==> config.mk <==
export PLATFORM = sky130hd
export DESIGN_NAME = tx_cic_ctrl
export DESIGN_NICKNAME = d
export VERILOG_FILES = /design/src/rtl/tx_cic_pkg.sv /design/src/rtl/tx_cic_pair.sv /design/src/rtl/tx_cic_ctrl.sv
export SDC_FILE = /design/constraint.sdc
export NUM_CORES = 1
export LEC_CHECK = 0
export ABC_CLOCK_PERIOD_IN_PS = 2400
export BUFFER_PORTS_ARGS = -buffer_cell sky130_fd_sc_hd__buf_2
export CORE_MARGIN = 1
export CORE_UTILIZATION = 45
export CTS_BUF_LIST = sky130_fd_sc_hd__clkbuf_8
export DETAILED_ROUTE_END_ITERATION = 6
export HOLD_SLACK_MARGIN = 0.05
export PLACE_DENSITY = 0.7
export SLEW_MARGIN = 0
export SYNTH_ARGS = -nofsm -noshare
export SYNTH_HDL_FRONTEND = slang
export SYNTH_HIERARCHICAL = 1
export SYNTH_SLANG_ARGS = --single-unit
==> constraint.sdc <==
create_clock -name clk -period 2.4 [get_ports clk]
set_input_delay 0.24 -clock clk [delete_from_list [all_inputs] [get_ports clk]]
set_output_delay 0.24 -clock clk [all_outputs]
set_load 0.03 [all_outputs]
==> src/rtl/tx_cic_pkg.sv <==
// Shared types and constants for the TX CIC interpolator sequencer.
// Holds default widths, the input-side FSM states and the output channel ids.
package tx_cic_pkg;

  localparam int IN_W_DEF  = 16;
  localparam int OUT_W_DEF = 14;
  localparam int CNT_W_DEF = 16;

  typedef enum logic [1:0] {
    IDLE   = 2'd0,
    SEND_I = 2'd1,
    SEND_Q = 2'd2
  } state_t;

  localparam logic CHAN_I = 1'b0;
  localparam logic CHAN_Q = 1'b1;

endpackage

==> src/rtl/tx_cic_pair.sv <==
// Re-pairs the interleaved interpolator output into DAC I/Q registers and
// raises a sticky error whenever the I/Q channel order is broken.
module tx_cic_pair
  import tx_cic_pkg::*;
#(
  parameter int OUT_W = OUT_W_DEF
) (
  input  logic                    clk,
  input  logic                    reset_n,
  input  logic                    i_valid,
  input  logic signed [OUT_W-1:0] i_data,
  input  logic                    i_chan,
  input  logic                    i_clr,
  output logic signed [OUT_W-1:0] o_dac_i,
  output logic signed [OUT_W-1:0] o_dac_q,
  output logic                    o_strobe,
  output logic                    o_sync_err
);

  logic signed [OUT_W-1:0] r_hold_i;
  logic                    r_have_i;
  logic signed [OUT_W-1:0] r_dac_i;
  logic signed [OUT_W-1:0] r_dac_q;
  logic                    r_strobe;
  logic                    r_sync_err;

  logic w_beat_i;
  logic w_beat_q;
  logic w_pair;
  logic w_err;

  assign w_beat_i = i_valid & (i_chan == CHAN_I);
  assign w_beat_q = i_valid & (i_chan == CHAN_Q);
  assign w_pair   = w_beat_q & r_have_i;
  // A second I before its Q, or a Q with no I waiting, both mean lost order.
  assign w_err    = (w_beat_i & r_have_i) | (w_beat_q & ~r_have_i);

  // Stage boundary: beat in -> paired DAC registers and strobe
  always_ff @(posedge clk) begin
    if (!reset_n) begin
      r_hold_i   <= '0;
      r_have_i   <= 1'b0;
      r_dac_i    <= '0;
      r_dac_q    <= '0;
      r_strobe   <= 1'b0;
      r_sync_err <= 1'b0;
    end else begin
      r_strobe <= w_pair;
      if (w_beat_i) begin
        r_hold_i <= i_data;
        r_have_i <= 1'b1;
      end else if (w_pair) begin
        r_dac_i  <= r_hold_i;
        r_dac_q  <= i_data;
        r_have_i <= 1'b0;
      end
      if (i_clr) begin
        r_sync_err <= 1'b0;
      end else if (w_err) begin
        r_sync_err <= 1'b1;
      end
    end
  end

  assign o_dac_i    = r_dac_i;
  assign o_dac_q    = r_dac_q;
  assign o_strobe   = r_strobe;
  assign o_sync_err = r_sync_err;

endmodule

==> src/rtl/tx_cic_ctrl.sv <==
// Sequencer for the 2-channel TX CIC interpolator: serialises I/Q pairs into
// 2-beat Avalon-ST packets, zero-stuffs on underflow and re-pairs the output.
module tx_cic_ctrl
  import tx_cic_pkg::*;
#(
  parameter int IN_W       = IN_W_DEF,
  parameter int OUT_W      = OUT_W_DEF,
  parameter bit ZERO_STUFF = 1'b1,
  parameter int CNT_W      = CNT_W_DEF
) (
  input  logic                    clk,
  input  logic                    reset_n,
  input  logic                    enable,
  input  logic                    iq_valid,
  output logic                    iq_ready,
  input  logic signed [IN_W-1:0]  i_data,
  input  logic signed [IN_W-1:0]  q_data,
  output logic                    cic_in_valid,
  input  logic                    cic_in_ready,
  output logic signed [IN_W-1:0]  cic_in_data,
  output logic                    cic_in_sop,
  output logic                    cic_in_eop,
  output logic [1:0]              cic_in_error,
  input  logic                    cic_out_valid,
  input  logic signed [OUT_W-1:0] cic_out_data,
  input  logic                    cic_out_chan,
  output logic                    cic_out_ready,
  output logic                    cic_clken,
  output logic signed [OUT_W-1:0] dac_i,
  output logic signed [OUT_W-1:0] dac_q,
  output logic                    dac_strobe,
  output logic [CNT_W-1:0]        underflow_cnt,
  output logic                    sync_err,
  input  logic                    sync_clr
);

  function automatic logic [CNT_W-1:0] sat_inc(input logic [CNT_W-1:0] v);
    return (&v) ? v : v + {{(CNT_W-1){1'b0}}, 1'b1};
  endfunction

  state_t r_state;
  state_t w_state_nxt;

  logic signed [IN_W-1:0] r_pair_i;
  logic signed [IN_W-1:0] r_pair_q;
  logic signed [IN_W-1:0] w_pair_i_nxt;
  logic signed [IN_W-1:0] w_pair_q_nxt;

  logic                   r_in_valid;
  logic signed [IN_W-1:0] r_in_data;
  logic                   r_in_sop;
  logic                   r_in_eop;
  logic [CNT_W-1:0]       r_ucnt;

  logic w_slot;
  logic w_stuff;

  // A new packet may start when idle or as the Q beat is being taken.
  assign w_slot   = (r_state == IDLE) | ((r_state == SEND_Q) & cic_in_ready);
  assign iq_ready = enable & w_slot;

  always_comb begin
    w_state_nxt  = r_state;
    w_pair_i_nxt = r_pair_i;
    w_pair_q_nxt = r_pair_q;
    w_stuff      = 1'b0;
    case (r_state)
      SEND_I: begin
        if (cic_in_ready) w_state_nxt = SEND_Q;
      end
      IDLE, SEND_Q: begin
        if (w_slot) begin
          if (iq_valid && iq_ready) begin
            w_pair_i_nxt = i_data;
            w_pair_q_nxt = q_data;
            w_state_nxt  = SEND_I;
          end else if (enable && ZERO_STUFF) begin
            w_pair_i_nxt = '0;
            w_pair_q_nxt = '0;
            w_stuff      = 1'b1;
            w_state_nxt  = SEND_I;
          end else begin
            w_state_nxt  = IDLE;
          end
        end
      end
      default: w_state_nxt = IDLE;
    endcase
  end

  // Stage boundary: FSM decision -> registered Avalon-ST beat
  always_ff @(posedge clk) begin
    if (!reset_n) begin
      r_state    <= IDLE;
      r_pair_i   <= '0;
      r_pair_q   <= '0;
      r_in_valid <= 1'b0;
      r_in_data  <= '0;
      r_in_sop   <= 1'b0;
      r_in_eop   <= 1'b0;
    end else begin
      r_state    <= w_state_nxt;
      r_pair_i   <= w_pair_i_nxt;
      r_pair_q   <= w_pair_q_nxt;
      r_in_valid <= (w_state_nxt != IDLE);
      r_in_sop   <= (w_state_nxt == SEND_I);
      r_in_eop   <= (w_state_nxt == SEND_Q);
      if (w_state_nxt == SEND_I) begin
        r_in_data <= w_pair_i_nxt;
      end else if (w_state_nxt == SEND_Q) begin
        r_in_data <= w_pair_q_nxt;
      end else begin
        r_in_data <= '0;
      end
    end
  end

  always_ff @(posedge clk) begin
    if (!reset_n) begin
      r_ucnt <= '0;
    end else if (sync_clr) begin
      r_ucnt <= '0;
    end else if (w_stuff) begin
      r_ucnt <= sat_inc(r_ucnt);
    end
  end

  tx_cic_pair #(
    .OUT_W(OUT_W)
  ) u_pair (
    .clk       (clk),
    .reset_n   (reset_n),
    .i_valid   (cic_out_valid),
    .i_data    (cic_out_data),
    .i_chan    (cic_out_chan),
    .i_clr     (sync_clr),
    .o_dac_i   (dac_i),
    .o_dac_q   (dac_q),
    .o_strobe  (dac_strobe),
    .o_sync_err(sync_err)
  );

  assign cic_in_valid  = r_in_valid;
  assign cic_in_data   = r_in_data;
  assign cic_in_sop    = r_in_sop;
  assign cic_in_eop    = r_in_eop;
  assign cic_in_error  = 2'b00;
  assign cic_out_ready = 1'b1;
  assign cic_clken     = enable;
  assign underflow_cnt = r_ucnt;

endmodule

==> results.md, run 1 <==
Timing:
- For the final database, setup skew stands at 0.0105 ns.
- Setup violations remaining at the end of the flow were counted as 0.
- The actual transition at the worst max-transition pin is 0.722 ns.
- The final count of pins violating max slew is 0.
- Measured against its own limit, the worst slew margin works out to 0.519.
- The clock period could shrink to 2.05 ns.
- The share of the clock period used by the worst path after layout is 0.855.
- The final count of hold timing violations was 0.
- After routing, the total negative slack on setup checks comes to 0 ns.
- The highest clock rate is 487 MHz.
- Setup repair after global routing left no endpoint under its margin.

Power and ir drop:
- Summing internal, switching and leakage power gives 4.17 mW.
- The power per cell area is 740 nW/um2.
- For this design the static power due to leakage is 2.34 nW.
- The highest ir drop seen on vdd is 439 uV.

Setup path:
- The required time of the critical path is 2.16 ns.
- The cell family contributing the most delay on the critical path is simple AND/OR/NAND/NOR gates.
- The worst-path maximum fanout is 33.
- Across all register-to-register paths, the minimum setup slack is 0.39 ns.
- The length in cells of the worst reg-to-reg path is 5.
- The data arrival time of the critical path is 1.81 ns.
- Walking the worst path, the cells encountered are nand2b_1 -> or2_2 -> inv_2 -> buf_2.
- The highest cell delay on the worst timing path is 0.56 ns.
- The combined buffer and inverter count along the critical path is 2.
- For this design, the slowest cell found on the critical path is sky130_fd_sc_hd__or2_2.
- The endpoint of the worst register-to-register path is underflow_cnt[14].
- The kind of launch point of the worst setup path is a register.
- The startpoint identified for the worst register-to-register timing path is underflow_cnt[0].
- The setup path with the least slack is of type register to output port.
- The worst setup path is captured at an output port.

Global route:
- The number of global-route vias before repair is 3795.
- The first global-routing pass estimated 18100 um of wire.
- The leftover overflow at the end of global routing is 0.
- The global-route total usage across every layer is 0.225.
- The initial antenna violation count is 0.
- The largest net degree at the start of global routing is 48.

Hold path:
- In this run the most critical hold path is launched from cic_out_data[13].
- In this run the worst hold path is classified as input port to register.
- The capture endpoint of the worst hold path is u_pair/r_hold_i[13].
- The worst hold path passes through 3 cells.

Floorplanning:
- The chip height is 102 um.
- The placement row count is 36.
- The overall die width is 102 um.
- The initial core utilization is 0.463.
- 124 I/O pins were placed.
- The die area is 10400 um2.
- The region available for standard cell placement spans 9730 um2.

Drt:
- The first-pass detailed-route iteration total is 5.
- After detailed routing, the average wire length per cell comes to 14.2 um.
- Wire segments on met2 add up to 5660 um in the final route.
- The violation count after the first detailed-routing iteration is 220.
- The routed design uses 695 um of met3 wire.
- The total detailed-routing wirelength is 11500 um.
- The routed layout has 4304 vias.
- The met1 routed wirelength after detailed routing is 5040 um.
- The uppermost layer routed is met4.
- After detailed routing, the number of remaining DRC violations is 0.
- In the routed layout, each cell is associated on average with a via count of 5.31.
- Once detail routing completed, the nets flagged for antenna violations numbered 0.

Final layout:
- In the final layout, the share of cells above drive strength 1 is 0.261.
- The final layout contains 719 nets.
- The area of combinational cells with multiple inputs is 1970 um2.
- Counting the fill cells in the layout gives 918.
- The total area of sequential cells is 2280 um2.
- The library cell used most frequently in the layout, excluding fill and tap cells, is sky130_fd_sc_hd__buf_2.
- Leaving out fill and tap cells, the most frequent cells in the layout are sky130_fd_sc_hd__buf_2, sky130_fd_sc_hd__dfxtp_1, sky130_fd_sc_hd__nand2_1.
- The finished layout holds 810 standard cells, fillers aside.
- Relative to the synthesized area, the layout overhead comes to 24.8%.
- The repair_antennas step left the layout with diodes totalling 0.
- For this run, the share of the core covered by cells in the final layout is 0.578.

Clock tree:
- The sink count of the clock tree is 114.
- The H-tree depth reported by CTS is 4.
- Clock-pin slew was measured on the worst setup and hold paths at 0.08 ns.
- The TritonCTS clock tree is yes.
- Counting along the longest clock path gives a buffer depth of 2.
- Counting the buffers created by CTS gives 17.
- Clock latency on the worst-skew pair, taken at its later pin, is 0.42 ns.
- The clock root buffer is sky130_fd_sc_hd__clkbuf_8.

Job:
- Across the run, the number of max-cap violations was 0.

Placed design:
- The total placed cells including tap cells is 768.
- Port buffering added 120 buffers.
- The weighted congestion at the end of routability-driven global placement is 0.864.
- The total half-perimeter wirelength after legalization and detailed placement is 7660 um.

Logic synthesis:
- Of the synthesized area, sequential elements account for 0.506.
- The unique cell type count in the Yosys netlist is 45.
- Dividing the synthesized area by the synthesized cell count gives 8.17 um2.
- Summing every instance area after synthesis gives 4510 um2.
- The cell count after synthesis came out at 552.
- Among all flip-flop cells after synthesis, the most frequent one is sky130_fd_sc_hd__dfxtp_1.
- The share of flip-flops with an asynchronous set or reset is 0.
- The synthesized design contains 0 enable-type register cells.
- The synthesis warning total is 6.
- After synthesis the netlist holds a flip-flop and latch count of 114.

Status:
- The run finished with clean final reports.
## worst reg2reg max path, cell delays in order (launching register included)
cell and delay (ns):
sky130_fd_sc_hd__dfxtp_1 0.45, sky130_fd_sc_hd__ha_1 0.32, sky130_fd_sc_hd__inv_1 0.15, sky130_fd_sc_hd__nor4_1 0.60, sky130_fd_sc_hd__a21oi_1 0.14, sky130_fd_sc_hd__a311oi_1 0.25
## layout make-up
type	count	share of cell area
clock inverters	15	0.0302
clock buffers	17	0.0416
well taps	133	0.0296
multi-input cells	381	0.349
repair buffers	139	0.137
inverters	11	0.00734
flip-flops and latches	114	0.406
## per-stage QoR
stage | hold WS (ns) | cell area, um2 | setup WS, ns
final | 0.0857 | 5630 | 0.347
after global routing | 0.0604 | 5630 | 0.167
after CTS | 0.0610 | 5630 | 0.00567
after detailed placement | 0.438 | 5120 | 0.306
after global placement | 0.432 | 5120 | 0.449
after floorplan | 0.319 | 4510 | 0.520
## cell families after synthesis
family                     Yosys count  share of synthesized area
and+or+nand+nor                    251                      0.259
AOI/OAI and AO/OA                  120                      0.157
DFF                                114                      0.506
buffers and inverters               58                     0.0605
muxes                                5                     0.0111
other                                2                    0.00167
adders and majority gates            1                    0.00277
xor gates and xnor gates             1                    0.00194
## worst max path at each step
stage	start	to	slack, ns	cells past startpoint
floorplan	underflow_cnt[2]	underflow_cnt[12]	0.52	5
global placement	r_state[0]	cic_in_data[13]	0.45	4
detailed placement	r_state[0]	cic_in_data[8]	0.31	4
CTS	r_state[0]	iq_ready	0.006	4
global route	underflow_cnt[0]	underflow_cnt[14]	0.17	5
finish	r_state[0]	iq_ready	0.35	4
## registers in the layout, summed over array words and instances (netlist names)
name	flops
cic_in_data	16
cic_in_eop	1
cic_in_sop	1
cic_in_valid	1
r_pair_i	16
r_pair_q	16
r_state	2
u_pair/o_dac_i	14
u_pair/o_dac_q	14
u_pair/o_strobe	1
u_pair/o_sync_err	1
u_pair/r_have_i	1
u_pair/r_hold_i	14
underflow_cnt	16
## layer usage
| metal | up-vias | track usage |
|---|---|---|
| li1 | 2140 | - |
| met1 | 1992 | 0.286 |
| met2 | 161 | 0.362 |
| met3 | 11 | 0.0650 |
| met4 | 0 | 0.0846 |
| met5 | - | 0 |
## repair_timing
| item | 4_1_cts | 5_1_grt |
|---|---|---|
| setup endpoints to repair | 0 | 1 |
| setup buffers | 0 | 0 |
| gates resized for setup | 0 | 1 |
| hold endpoints to repair | 14 | 0 |
| hold buffers | 10 | 0 |
## report_power, final
| group | total [mW] | internal, mW | switching, mW |
|---|---|---|---|
| registers | 1.97 | 1.95 | 0.0218 |
| logic | 0.387 | 0.128 | 0.259 |
| clock network | 1.81 | 0.951 | 0.859 |
| total | 4.17 | 3.03 | 1.14 |
## synthesized netlist by cell type, types with 9 or more instances
| cell type | n | area share |
|---|---|---|
| sky130_fd_sc_hd__a21oi_1 | 56 | 0.062 |
| sky130_fd_sc_hd__buf_2 | 11 | 0.012 |
| sky130_fd_sc_hd__clkbuf_1 | 27 | 0.022 |
| sky130_fd_sc_hd__dfxtp_1 | 114 | 0.51 |
| sky130_fd_sc_hd__nand2_1 | 98 | 0.082 |
| sky130_fd_sc_hd__nand3_1 | 39 | 0.043 |
| sky130_fd_sc_hd__nor2_1 | 38 | 0.032 |
| sky130_fd_sc_hd__nor3_1 | 38 | 0.042 |
| sky130_fd_sc_hd__o21ai_0 | 9 | 0.010 |
| sky130_fd_sc_hd__o21ai_1 | 23 | 0.026 |
| sky130_fd_sc_hd__o32ai_1 | 15 | 0.029 |
No activity file was read; power rests on OpenSTA's default activity.
==> inputs of run 2 (changes only) <==
--- a/config.mk
+++ b/config.mk
@@ -6,13 +6,12 @@
 export NUM_CORES = 1
 export LEC_CHECK = 0
 export ABC_CLOCK_PERIOD_IN_PS = 2400
-export BUFFER_PORTS_ARGS = -buffer_cell sky130_fd_sc_hd__buf_2
 export CORE_MARGIN = 1
 export CORE_UTILIZATION = 45
 export CTS_BUF_LIST = sky130_fd_sc_hd__clkbuf_8
 export DETAILED_ROUTE_END_ITERATION = 6
+export DONT_BUFFER_PORTS = 1
 export HOLD_SLACK_MARGIN = 0.05
-export PLACE_DENSITY = 0.7
 export SLEW_MARGIN = 0
 export SYNTH_ARGS = -nofsm -noshare
 export SYNTH_HDL_FRONTEND = slang
==> results.md, run 2 (synthesis results as in run 1) <==
Floorplanning:
- The die covers 10400 um2.
- The initialized floorplan defines 36 standard-cell rows.
- The chip height is 102 um.
- The total area inside the core boundary comes to 9730 um2.
- The count of pins on the block boundary is 124.
- The initial core utilization is 0.463.
- Measured along the x axis, the die boundary spans 102 um.

Drt:
- The detail-routed net length per standard cell is 15.4 um.
- After detailed routing, the number of remaining DRC violations is 0.
- The routed design has 10900 um of wire.
- In this run the remaining antenna-violating nets after routing total 0.
- For this block, the via count after detailed routing is 3831.
- The first routing iteration left 114 violations.
- In the routed layout, each cell is associated on average with a via count of 5.40.
- The first-pass detailed-route iteration total is 4.

Clock tree:
- The sink count of the clock tree is 114.
- The longest clock path from root to sink contains 2 buffers.
- The register clock-pin slew on the reported worst setup and hold paths is 0.06 ns.
- The total CTS buffers is 17.
- The clock reaches the later pin of the worst-skew pair after 0.42 ns.
- CTS built an H-tree with a depth of 4.
- In this run the clock root is driven by a sky130_fd_sc_hd__clkbuf_8.
- TritonCTS built the clock tree.
- In this run the post-CTS setup repair buffer count came out at 0.

Global route:
- The fraction of met2 tracks used by global routing is 0.348.
- The leftover overflow at the end of global routing is 0.
- The wire length of the first global-routing pass is 17600 um.
- The initial antenna violation count is 0.
- The layer flagged by global routing as most heavily used is met2.
- The global-route total usage across every layer is 0.219.
- The largest net degree at the start of global routing is 52.
- The number of global-route vias before repair is 3644.
- In the global route stage, met3 resource usage came out at 0.0759.
- The global-route track usage on met1 is 0.266.

Hold path:
- The worst hold path terminates at underflow_cnt[12].
- The startpoint identified for the worst hold timing path is sync_clr.
- The count of cells along the worst hold path is 2.
- The worst hold path belongs to the class input port to register.

Power and ir drop:
- The clock share of power is 0.445.
- In this run the static leakage power is 1.88 nW.
- The analysis attributes to net switching a power of 1.04 mW.
- The share of power burned in combinational logic is 0.069.
- The share of total power dissipated in sequential elements is 0.486.
- In this run the power density over the cells is 790 nW/um2.
- Cell internal power was estimated by the tool at 3.10 mW.
- The highest ir drop seen on vdd is 457 uV.
- The total power is 4.14 mW.
- Of the total power, the share spent switching nets is 0.251.

Timing:
- The final setup violation count is 0.
- Setup repair after global routing left no endpoint under its margin.
- On the final layout, the worst clock skew is 0.00713 ns.
- The actual transition at the worst max-transition pin is 0.754 ns.
- The final count of pins violating max slew is 0.
- Subtracting the final worst setup slack from the clock period gives 2.19 ns.
- The share of the clock period used by the worst path after layout is 0.913.
- The final-layout setup total negative slack is 0 ns.
- Timing would allow up to 456 MHz.
- The final count of hold timing violations came to 0.
- The worst pin sits at a relative slew slack of 0.497.
- The worst-case setup margin in the final layout is 0.209 ns.

Final layout:
- After routing the design area is 5240 um2.
- The layout overhead on the synthesized area is 16.2%.
- The number of antenna diodes in the final layout is 0.
- Of the cells placed in the final design, the portion with a size suffix greater than 1 is 0.104.
- At the end of the flow the core is filled with cells to 0.538.
- The final layout net count is 618.
- In the layout the commonest cells are sky130_fd_sc_hd__dfxtp_1, sky130_fd_sc_hd__nand2_1, sky130_fd_sc_hd__a21oi_1.
- The most frequent standard cell in the layout excluding fill and tap cells is sky130_fd_sc_hd__dfxtp_1.

Job:
- The tool flagged a number of max-cap violations equal to 0.

Setup path:
- The most frequent cell on the critical path is sky130_fd_sc_hd__buf_4.
- The worst setup path is launched from a register.
- The number of cells on the worst reg-to-reg path is 4.
- The largest single stage delay on the critical path is 0.38 ns.
- By startpoint and endpoint, the worst setup path is classified as register to output port.
- The required time of the critical path is 2.16 ns.
- Walking the worst path, the cells encountered are nand2b_1 -> buf_6 -> or2_1 -> buf_4 -> inv_2 -> buf_4.
- On the critical path, the stage with the largest delay is an instance of sky130_fd_sc_hd__dfxtp_1.
- In this run the critical register-to-register path is captured at underflow_cnt[4].
- STA classifies the critical path endpoint as an output port.
- Data on the critical path arrives at its endpoint at 1.95 ns.
- In this run the register-to-register setup slack is 0.37 ns.
- The worst register-to-register path begins at underflow_cnt[6].
- Along the worst path, the maximum fanout reaches 33.

Placed design:
- The weighted congestion at the end of routability-driven global placement is 0.837.
- The area after detailed placement is 4570 um2.
- The total half-perimeter wirelength after legalization and detailed placement is 6930 um.
- Prior to clock tree synthesis, the placed netlist has a worst setup slack of 0.402 ns.
- Buffers placed on the I/O ports in this run total 0.

Status:
- The run finished with clean final reports.
## run 2: area by class of cell
class                      count  area (um2)
sequential                   114        2280
inverter                      11        41.3
clock inverter                14         164
clock buffer                  18         248
timing repair buffer          38         372
fill                         922        4490
tap                          133         166
multi-input combinational    381        1970
## run 2: layer usage
layer | up-vias | share of wire
li1 | 1939 | -
met1 | 1765 | 0.46
met2 | 111 | 0.46
met3 | 16 | 0.069
met4 | 0 | 0.013
met5 | - | 0
## run 2: critical path, delay by kind of cell, from the launching register on
kind	cells	cell delay (ns)
buffers and inverters	4	0.80
flip-flops	1	0.38
AND/OR/NAND/NOR	2	0.35
## run 2: worst max-delay path by stage
stage,startpoint,endpoint,slack (ns),cells after the start
floorplan,underflow_cnt[2],underflow_cnt[12],0.52,5
global placement,underflow_cnt[6],underflow_cnt[14],0.47,4
detailed placement,underflow_cnt[6],underflow_cnt[4],0.40,4
CTS,r_state[0],iq_ready,0.11,6
global route,r_state[0],iq_ready,0.04,6
finish,r_state[0],iq_ready,0.21,6
## run 2: what timing repair did
item                       4_1_cts  5_1_grt
gates resized for setup          0        1
hold endpoints to repair        47        0
setup endpoints to repair        0        1
hold buffers                    24        0
## run 2: stage by stage
| step | hold WS (ns) | cells |
|---|---|---|
| after CTS | 0.0648 | 709 |
| after global routing | 0.0916 | 709 |
| after global placement | 0.321 | 653 |
| after floorplan | 0.319 | 553 |
| final | 0.0935 | 709 |
| after detailed placement | 0.323 | 653 |
## run 2: power by group through the flow
stage	sequential, mW	clock [mW]	combinational [mW]
2_1_floorplan	2.05	0	0.219
3_3_place_gp	2.05	0	0.233
3_5_place_dp	2.06	0	0.237
4_1_cts	2.01	1.88	0.285
5_1_grt	2.02	1.97	0.318
6_report	2.01	1.84	0.285
